$ cat src/rtl/systolic_tile_sequencer.sv
`default_nettype none
// ============================================================================
// Module   : systolic_tile_sequencer
// Purpose  : Sequences one systolic-array tile. A tile clears the array,
//            loads N_COLS weight vectors, streams k_len activation beats,
//            drains the pipeline with zero activations and then reports
//            completion. The tile can be cancelled at any point with abort.
// Revision : 1.0 - initial release
// ============================================================================
module systolic_tile_sequencer #(
    parameter int N_ROWS = 14,
    parameter int N_COLS = 14,
    parameter int PIPE   = 1,
    parameter int K_W    = 16
) (
    input  logic              clk,
    input  logic              rst,
    input  logic              cfg_valid,
    output logic              cfg_ready,
    input  logic [K_W-1:0]    cfg_k_len,
    input  logic [N_ROWS-1:0] cfg_row_mask,
    input  logic              abort,
    input  logic              act_valid,
    output logic              act_ready,
    output logic              act_zero,
    output logic              wgt_rd_req,
    output logic              sa_en,
    output logic              sa_clr,
    output logic              sa_load_weight,
    output logic [N_ROWS-1:0] sa_row_en,
    output logic              busy,
    output logic              done,
    output logic              aborted,
    output logic [31:0]       stall_cnt
);

    // Drain time: the last activation must travel through every row and
    // column of the array plus the PE pipeline before results are final.
    localparam int c_DRAIN_LEN = N_ROWS + N_COLS - 2 + PIPE;
    localparam int c_CNT_MAX   = (c_DRAIN_LEN > N_COLS) ? c_DRAIN_LEN : N_COLS;
    localparam int c_CNT_W     = $clog2(c_CNT_MAX + 1);

    localparam logic [c_CNT_W-1:0] c_LOAD_LAST  = c_CNT_W'(N_COLS - 1);
    localparam logic [c_CNT_W-1:0] c_DRAIN_LAST = c_CNT_W'(c_DRAIN_LEN - 1);
    localparam logic [c_CNT_W-1:0] c_CNT_ONE    = c_CNT_W'(1);
    localparam logic [K_W-1:0]     c_K_ONE      = K_W'(1);

    typedef enum logic [2:0] {
        S_IDLE   = 3'd0,
        S_CLEAR  = 3'd1,
        S_LOAD_W = 3'd2,
        S_STREAM = 3'd3,
        S_DRAIN  = 3'd4,
        S_DONE   = 3'd5
    } state_t;

    state_t              r_state;
    state_t              w_nxt;

    logic [c_CNT_W-1:0]  r_cnt;
    logic [K_W-1:0]      r_k_len;
    logic [K_W-1:0]      r_beat;
    logic [N_ROWS-1:0]   r_mask;
    logic [31:0]         r_stall;

    logic                r_cfg_ready;
    logic                r_busy;
    logic                r_sa_clr;
    logic                r_load_w;
    logic                r_act_ready;
    logic                r_act_zero;
    logic                r_done;
    logic                r_aborted;
    logic [N_ROWS-1:0]   r_row_en;

    logic                w_accept;
    logic                w_abort;
    logic                w_last_beat;
    logic [N_ROWS-1:0]   w_mask_in;

    // An empty row mask means "use the whole array".
    assign w_mask_in   = (cfg_row_mask == '0) ? '1 : cfg_row_mask;
    assign w_accept    = cfg_valid && (r_state == S_IDLE);
    assign w_abort     = abort && (r_state != S_IDLE);
    assign w_last_beat = act_valid && (r_beat == (r_k_len - c_K_ONE));

    // Next-state selection; abort overrides every other transition.
    always_comb begin
        w_nxt = r_state;
        unique case (r_state)
            S_IDLE:   if (cfg_valid) w_nxt = S_CLEAR;
            S_CLEAR:  w_nxt = (r_k_len == '0) ? S_DONE : S_LOAD_W;
            S_LOAD_W: if (r_cnt == c_LOAD_LAST) w_nxt = S_STREAM;
            S_STREAM: if (w_last_beat) w_nxt = S_DRAIN;
            S_DRAIN:  if (r_cnt == c_DRAIN_LAST) w_nxt = S_DONE;
            S_DONE:   w_nxt = S_IDLE;
            default:  w_nxt = S_IDLE;
        endcase
        if (w_abort) begin
            w_nxt = S_IDLE;
        end
    end

    // State register with outputs registered from the upcoming state.
    always_ff @(posedge clk or posedge rst) begin
        if (rst) begin
            r_state     <= S_IDLE;
            r_cfg_ready <= 1'b1;
            r_busy      <= 1'b0;
            r_sa_clr    <= 1'b0;
            r_load_w    <= 1'b0;
            r_act_ready <= 1'b0;
            r_act_zero  <= 1'b0;
            r_done      <= 1'b0;
            r_aborted   <= 1'b0;
            r_row_en    <= '0;
        end else begin
            r_state     <= w_nxt;
            r_cfg_ready <= (w_nxt == S_IDLE);
            r_busy      <= (w_nxt != S_IDLE);
            r_sa_clr    <= (w_nxt == S_CLEAR);
            r_load_w    <= (w_nxt == S_LOAD_W);
            r_act_ready <= (w_nxt == S_STREAM);
            r_act_zero  <= (w_nxt == S_DRAIN);
            r_done      <= (w_nxt == S_DONE);
            r_aborted   <= w_abort;
            if (w_nxt == S_IDLE) begin
                r_row_en <= '0;
            end else if (w_accept) begin
                r_row_en <= w_mask_in;
            end else begin
                r_row_en <= r_mask;
            end
        end
    end

    // Phase counter shared by LOAD_W and DRAIN; restarts on every state change.
    always_ff @(posedge clk or posedge rst) begin
        if (rst) begin
            r_cnt <= '0;
        end else if (w_nxt != r_state) begin
            r_cnt <= '0;
        end else if ((r_state == S_LOAD_W) || (r_state == S_DRAIN)) begin
            r_cnt <= r_cnt + c_CNT_ONE;
        end
    end

    // Command capture and activation beat counting.
    always_ff @(posedge clk or posedge rst) begin
        if (rst) begin
            r_k_len <= '0;
            r_mask  <= '0;
            r_beat  <= '0;
        end else if (w_accept) begin
            r_k_len <= cfg_k_len;
            r_mask  <= w_mask_in;
            r_beat  <= '0;
        end else if ((r_state == S_STREAM) && act_valid) begin
            r_beat  <= r_beat + c_K_ONE;
        end
    end

    // Saturating count of STREAM cycles starved of activations.
    always_ff @(posedge clk or posedge rst) begin
        if (rst) begin
            r_stall <= '0;
        end else if (w_accept) begin
            r_stall <= '0;
        end else if ((r_state == S_STREAM) && !act_valid && (r_stall != '1)) begin
            r_stall <= r_stall + 32'd1;
        end
    end

    assign cfg_ready      = r_cfg_ready;
    assign busy           = r_busy;
    assign sa_clr         = r_sa_clr;
    assign sa_load_weight = r_load_w;
    assign wgt_rd_req     = r_load_w;
    assign act_ready      = r_act_ready;
    assign act_zero       = r_act_zero;
    // The array only advances on real activations while streaming, and
    // free-runs during drain to flush partial sums out.
    assign sa_en          = (r_act_ready && act_valid) || r_act_zero;
    assign done           = r_done;
    assign aborted        = r_aborted;
    assign sa_row_en      = r_row_en;
    assign stall_cnt      = r_stall;

endmodule
`default_nettype wire

$ cat config.mk
export PLATFORM = sky130hd
export DESIGN_NAME = systolic_tile_sequencer
export DESIGN_NICKNAME = d
export VERILOG_FILES = /design/src/rtl/systolic_tile_sequencer.sv
export SDC_FILE = /design/constraint.sdc
export NUM_CORES = 1
export LEC_CHECK = 0
export ABC_AREA = 1
export CELL_PAD_IN_SITES_DETAIL_PLACEMENT = 1
export CELL_PAD_IN_SITES_GLOBAL_PLACEMENT = 2
export CORE_ASPECT_RATIO = 1.4
export CORE_MARGIN = 5
export CORE_UTILIZATION = 35
export CTS_BUF_LIST = sky130_fd_sc_hd__clkbuf_8
export CTS_CLUSTER_SIZE = 28
export DETAILED_ROUTE_END_ITERATION = 7
export GPL_TIMING_DRIVEN = 1
export HOLD_SLACK_MARGIN = 0.06
export PLACE_DENSITY_LB_ADDON = 0.1
export SLEW_MARGIN = 20
export SYNTH_ARGS = -nofsm -noshare
export SYNTH_HDL_FRONTEND = slang
export SYNTH_SLANG_ARGS = --single-unit
$ cat constraint.sdc
create_clock -name clk -period 7.9 [get_ports clk]
set_clock_uncertainty 0.15 [all_clocks]
set_input_delay 1.58 -clock clk [delete_from_list [all_inputs] [get_ports clk]]
set_output_delay 1.58 -clock clk [all_outputs]
set_load 0.01 [all_outputs]
**Word-level counts from Yosys, hierarchy flattened**

Cells that the tools add are included.

- $add $sub $neg: 4
- Eq/ne operators: 14
- Multiplexer cells: 16
- Reductions and logical operators: 19

Operators by type and width:

| operator | number |
|---|---|
| 2-to-1 mux 32 bit | 2 |
| 2-to-1 mux 14 bit | 3 |
| adder 32 x 1 -> 32 bit (second input constant) | 1 |
| 2-to-1 mux 16 bit | 2 |
| inequality test 32 bit (second input constant) | 1 |
| 2-to-1 mux 3 bit | 6 |
| adder 16 x 1 -> 16 bit (second input constant) | 1 |
| == test 16 bit | 1 |
| logical NOT 16 bit | 1 |
| subtractor 16 x 1 -> 16 bit (second input constant) | 1 |
| one-hot mux 3 bit (5 select lines) | 1 |
| logical NOT 14 bit | 1 |
| == test 3 x 2 -> 1 bit (second input constant) | 4 |
| 2-to-1 mux 5 bit | 2 |
| == test 3 bit (second input constant) | 3 |
| logical AND 1 bit | 7 |
| == test 3 x 1 -> 1 bit (second input constant) | 2 |
| logical NOT 3 bit | 2 |
| nonzero test 2 bit | 3 |
| nonzero test 3 bit | 2 |
| adder 5 x 1 -> 5 bit (second input constant) | 1 |
| == test 5 x 4 -> 1 bit (second input constant) | 1 |
| == test 5 bit (second input constant) | 1 |
| inequality test 3 bit | 1 |
| other kinds (2) | 3 |

- Register bits: 108
- Word-level logic and storage cells: 68

**Longest topological paths before layout**

- Depth after elaboration: 8
- Depth in mapped cells: 19

**Least setup slack after synthesis**

No wires, ideal clock.

- Path kind: input to output
- Start point: in act_valid
- End point: out sa_en
- Arrival: 1746 ps
- Required time: 6170 ps
- Path slack: 4424 ps
- Stages: 1
- Buffers on the path: 0
- Cells stage by stage: a21o_1

- Word-level cells in the longest chain between the ends: 2

RTL lines:

| element | RTL line | text |
|---|---|---|
| start, declared | 23 | `input logic act_valid,` |
| logical AND 1 bit | 183 | `assign sa_en = (r_act_ready && act_valid) \|\| r_act_zero;` |
| logical OR 1 bit | 183 |  |
| end, declared | 27 | `output logic sa_en,` |

Every way passes these cells.

**Final worst setup path**

Same ends and word-level chain as after synthesis.

==> out/metrics.cfg <==
[cells_and_area]
diode_insertion_count_for_antenna_repair=0
layout-area-overhead-vs-synth_pct=22.22
layout_commonest_cell=sky130_fd_sc_hd__nand2_1
final_layout_size_suffix_gt1_share_pct=9.445
nets=883
filler_cell_count=2030
layout_common_cells=sky130_fd_sc_hd__nand2_1 (171), sky130_fd_sc_hd__dfrtp_1 (107), sky130_fd_sc_hd__inv_1 (101)

[logic_synthesis]
yosys_warnings=0
arithmetic_cell_share_of_the_synthesized_area_counting_full_adders_half_adders_and_majority_gates_pct=1.271
synth_compound_gate_area_share_pct=10.06
syn_area_per_cell_um2=7.832
yosys-top-cells-area=sky130_fd_sc_hd__dfrtp_1 (45%), sky130_fd_sc_hd__nand2_1 (11%), sky130_fd_sc_hd__inv_1 (6.5%)
synth-xor-area-share_pct=2.521
ys.flop_type=sky130_fd_sc_hd__dfrtp_1
yosysSeqAreaShare_pct=45.78
synth.mux.area_fraction_pct=0
synth_top_family_by_area=simple AND/OR/NAND/NOR gates
total_nets_after_synthesis=795
simple_logic_cell_fraction_of_the_synthesized_area_pct=31.57
synth_edf_count=0
post_synth_instance_area_mm2=0.005906
yosys_top_cell_by_area=sky130_fd_sc_hd__dfrtp_1
postSynth.asyncResetShare_pct=100.0
netlist_instances=754
post_synth_num_cell_types=46
share_of_yosys_cell_area_claimed_by_the_top_area_cell_type_pct=45.34
seq_cells_post_synth=108

[placement]
place_congestion=0.8274
placement.setup.worst_slack_ns=3.367
numPortBuffers=90
place_hpwl_um=12540

[die]
die_area_mm2=0.01961
floorplan.die.width_um=119.8
floorplan.initialDensity_pct=35.41
core_region_area_mm2=0.01668
die_height_um=163.7
ios=91
row_count=56

[critical_path]
worst_setup_path_end_kind=primary output
crit_top_cell=sky130_fd_sc_hd__clkdlybuf4s50_1
crit_path_start=act_valid
type_of_the_worst_setup_path=primary input to primary output
critical_path.startpoint_type=primary input
timing.reg2reg.worst_path_depth=15
rr_startpoint=stall_cnt[3]
worstPathCellList=clkdlybuf4s50_1 -> a21o_1 -> clkdlybuf4s50_1
stage_delay_of_the_slowest_cell_on_the_critical_path_ns=0.54
cp_data_required_time_ns=6.17
critPathSlowestCell=sky130_fd_sc_hd__clkdlybuf4s50_1
worst-endpoint-arrival_ns=2.79
worstPathMaxFanout=3

[global_route]
first_global_vias=5763
groute.usage.overall_pct=18.00
grt_overflow_total=0
grt_first_pass_wirelength_um=28550
grt_max_degree=63
antenna_found_initial=0

[run]
max-cap-violations=0

[cts]
cts_repair_resizes=0
clock_insertion_delay_worst_skew_ns=0.40
tritoncts=yes
cts-root-to-sink-buffers=2
cts_hold_buffers=0
htreeDepth=3
cts_buffers=9
post-cts-setup-buffer-count=0
path_clk_slew_ns=0.11
clock_tree.root_cell=sky130_fd_sc_hd__clkbuf_8
cts_sinks=108

[sta]
final.setup.worst_slack_ns=3.379
rsz_0062_raised_after_global_routing=no
totalNegativeSetupSlack_ns=0
setup-violations-final=0
period_needed_ns=4.521
max_slew_violation_total_from_the_final_report=0
relative_slew_margins_pct=31.82
finalHoldWorstSlack_ns=0.3522
worstMarginPinSlew_ns=1.021
final-hold-violation-count=0
period_share_pct=57.22
fmaxAchievable_ghz=0.2212

[detailed_routing]
vias_per_cell=4.973
drcViolationCount=0
dr_total_vias=5222
dr.pass1.iters=4
drtIter0Drc=184
drt-total-wl_um=16830
routedWlPerCell_um=16.03
final_antenna_net_count=0

[power_and_ir_drop]
power.internal_mw=1.190
pwr_density_cell_mw_per_mm2=283.9
vdd_drop_max_mv=0.1672
net_switching_power_mw=0.8593
clock_power_share_pct=18.9
total_power_mw=2.049
netSwitchingFraction_pct=41.93
leakage_nw=3.292
sequentialPowerShare_pct=39.2
comb_power_share_pct=41.9

[min_path]
hold_path.class=register to register
worstHoldPathCells=1
hold_path.startpoint=r_beat[15]

[status]
status=finished clean

[power groups by stage]
stage	Clock [mW]	Sequential [mW]	Combinational, mW
5_1_grt	0.433	0.821	0.976
3_3_place_gp	0	0.811	0.844
2_1_floorplan	0	0.810	0.594
6_report	0.388	0.803	0.859
4_1_cts	0.410	0.806	0.882
3_5_place_dp	0	0.813	0.880
[kinds of logic (layout without fill, tap and decap cells)]
family / count (synthesis) / after routing
buf+inv: 129 / 222
xor+xnor: 17 / 17
fa+ha+maj: 6 / 6
compound gates: 100 / 100
flops: 108 / 108
simple gates: 394 / 394
[critical path: cells and delay by family]
kind | cells | cell delay [ns]
buffers and inverters | 2 | 1.07
AO/OA/AOI/OAI | 1 | 0.14
[layout make-up]
class	instances	area, um^2	area share (%)
Tap cell	203	254.0	3.519
Multi-Input combinational cell	517	2688	37.23
Clock buffer	9	123.9	1.716
Inverter	114	430.4	5.963
Timing Repair Buffer	92	915.9	12.69
Sequential cell	108	2704	37.46
Clock inverter	7	102.6	1.421
[worst paths after layout]
kind	end	slack, ns
max	sa_en	3.38
min	r_beat[15]	0.35
max reg2reg	stall_cnt[25]	5.15
min reg2reg	r_beat[15]	0.35
max in group asynchronous	r_mask[2]	4.87
min in group asynchronous	r_k_len[0]	1.45
[per-stage QoR]
stage	cells	util, %	area, um^2
6_report	1050	43.28	7218
3_3_place_gp	1034	41.93	6992
2_1_floorplan	754	-	5906
3_5_place_dp	1034	41.93	6992
5_1_grt	1050	43.28	7218
4_1_cts	1050	43.28	7218
[routing by layer]
layer,up-vias,track usage (%),part of all wire [%]
met1,2554,19.88,40
met5,-,0,0
li1,2588,-,-
met4,0,5.107,1.6
met3,17,4.134,3.6
met2,63,34.28,54
[cells in the mapped netlist, types with 3 or more instances]
master,count
sky130_fd_sc_hd__nand2_1,171
sky130_fd_sc_hd__dfrtp_1,107
sky130_fd_sc_hd__inv_1,102
sky130_fd_sc_hd__nor2_1,83
sky130_fd_sc_hd__nand3_1,41
sky130_fd_sc_hd__o21ai_0,38
sky130_fd_sc_hd__a21oi_1,30
sky130_fd_sc_hd__nor3_1,27
sky130_fd_sc_hd__nand2_2,18
sky130_fd_sc_hd__nand4_1,15
sky130_fd_sc_hd__a2bb2oi_1,14
sky130_fd_sc_hd__xor2_1,14
sky130_fd_sc_hd__inv_2,12
sky130_fd_sc_hd__clkbuf_1,9
sky130_fd_sc_hd__nor4_1,9
sky130_fd_sc_hd__nor2_2,8
sky130_fd_sc_hd__ha_1,6
sky130_fd_sc_hd__nand3_2,5
sky130_fd_sc_hd__nor2_4,5
sky130_fd_sc_hd__o21ai_1,5
sky130_fd_sc_hd__xnor2_1,3
[registers in the layout, summed over array words and instances (netlist names), 3 cells and up]
signal,flops
stall_cnt,32
sa_row_en,14
r_beat,16
r_k_len,16
r_cnt,5
r_state,3
r_mask,14
Power figures use the tool's default switching activity.
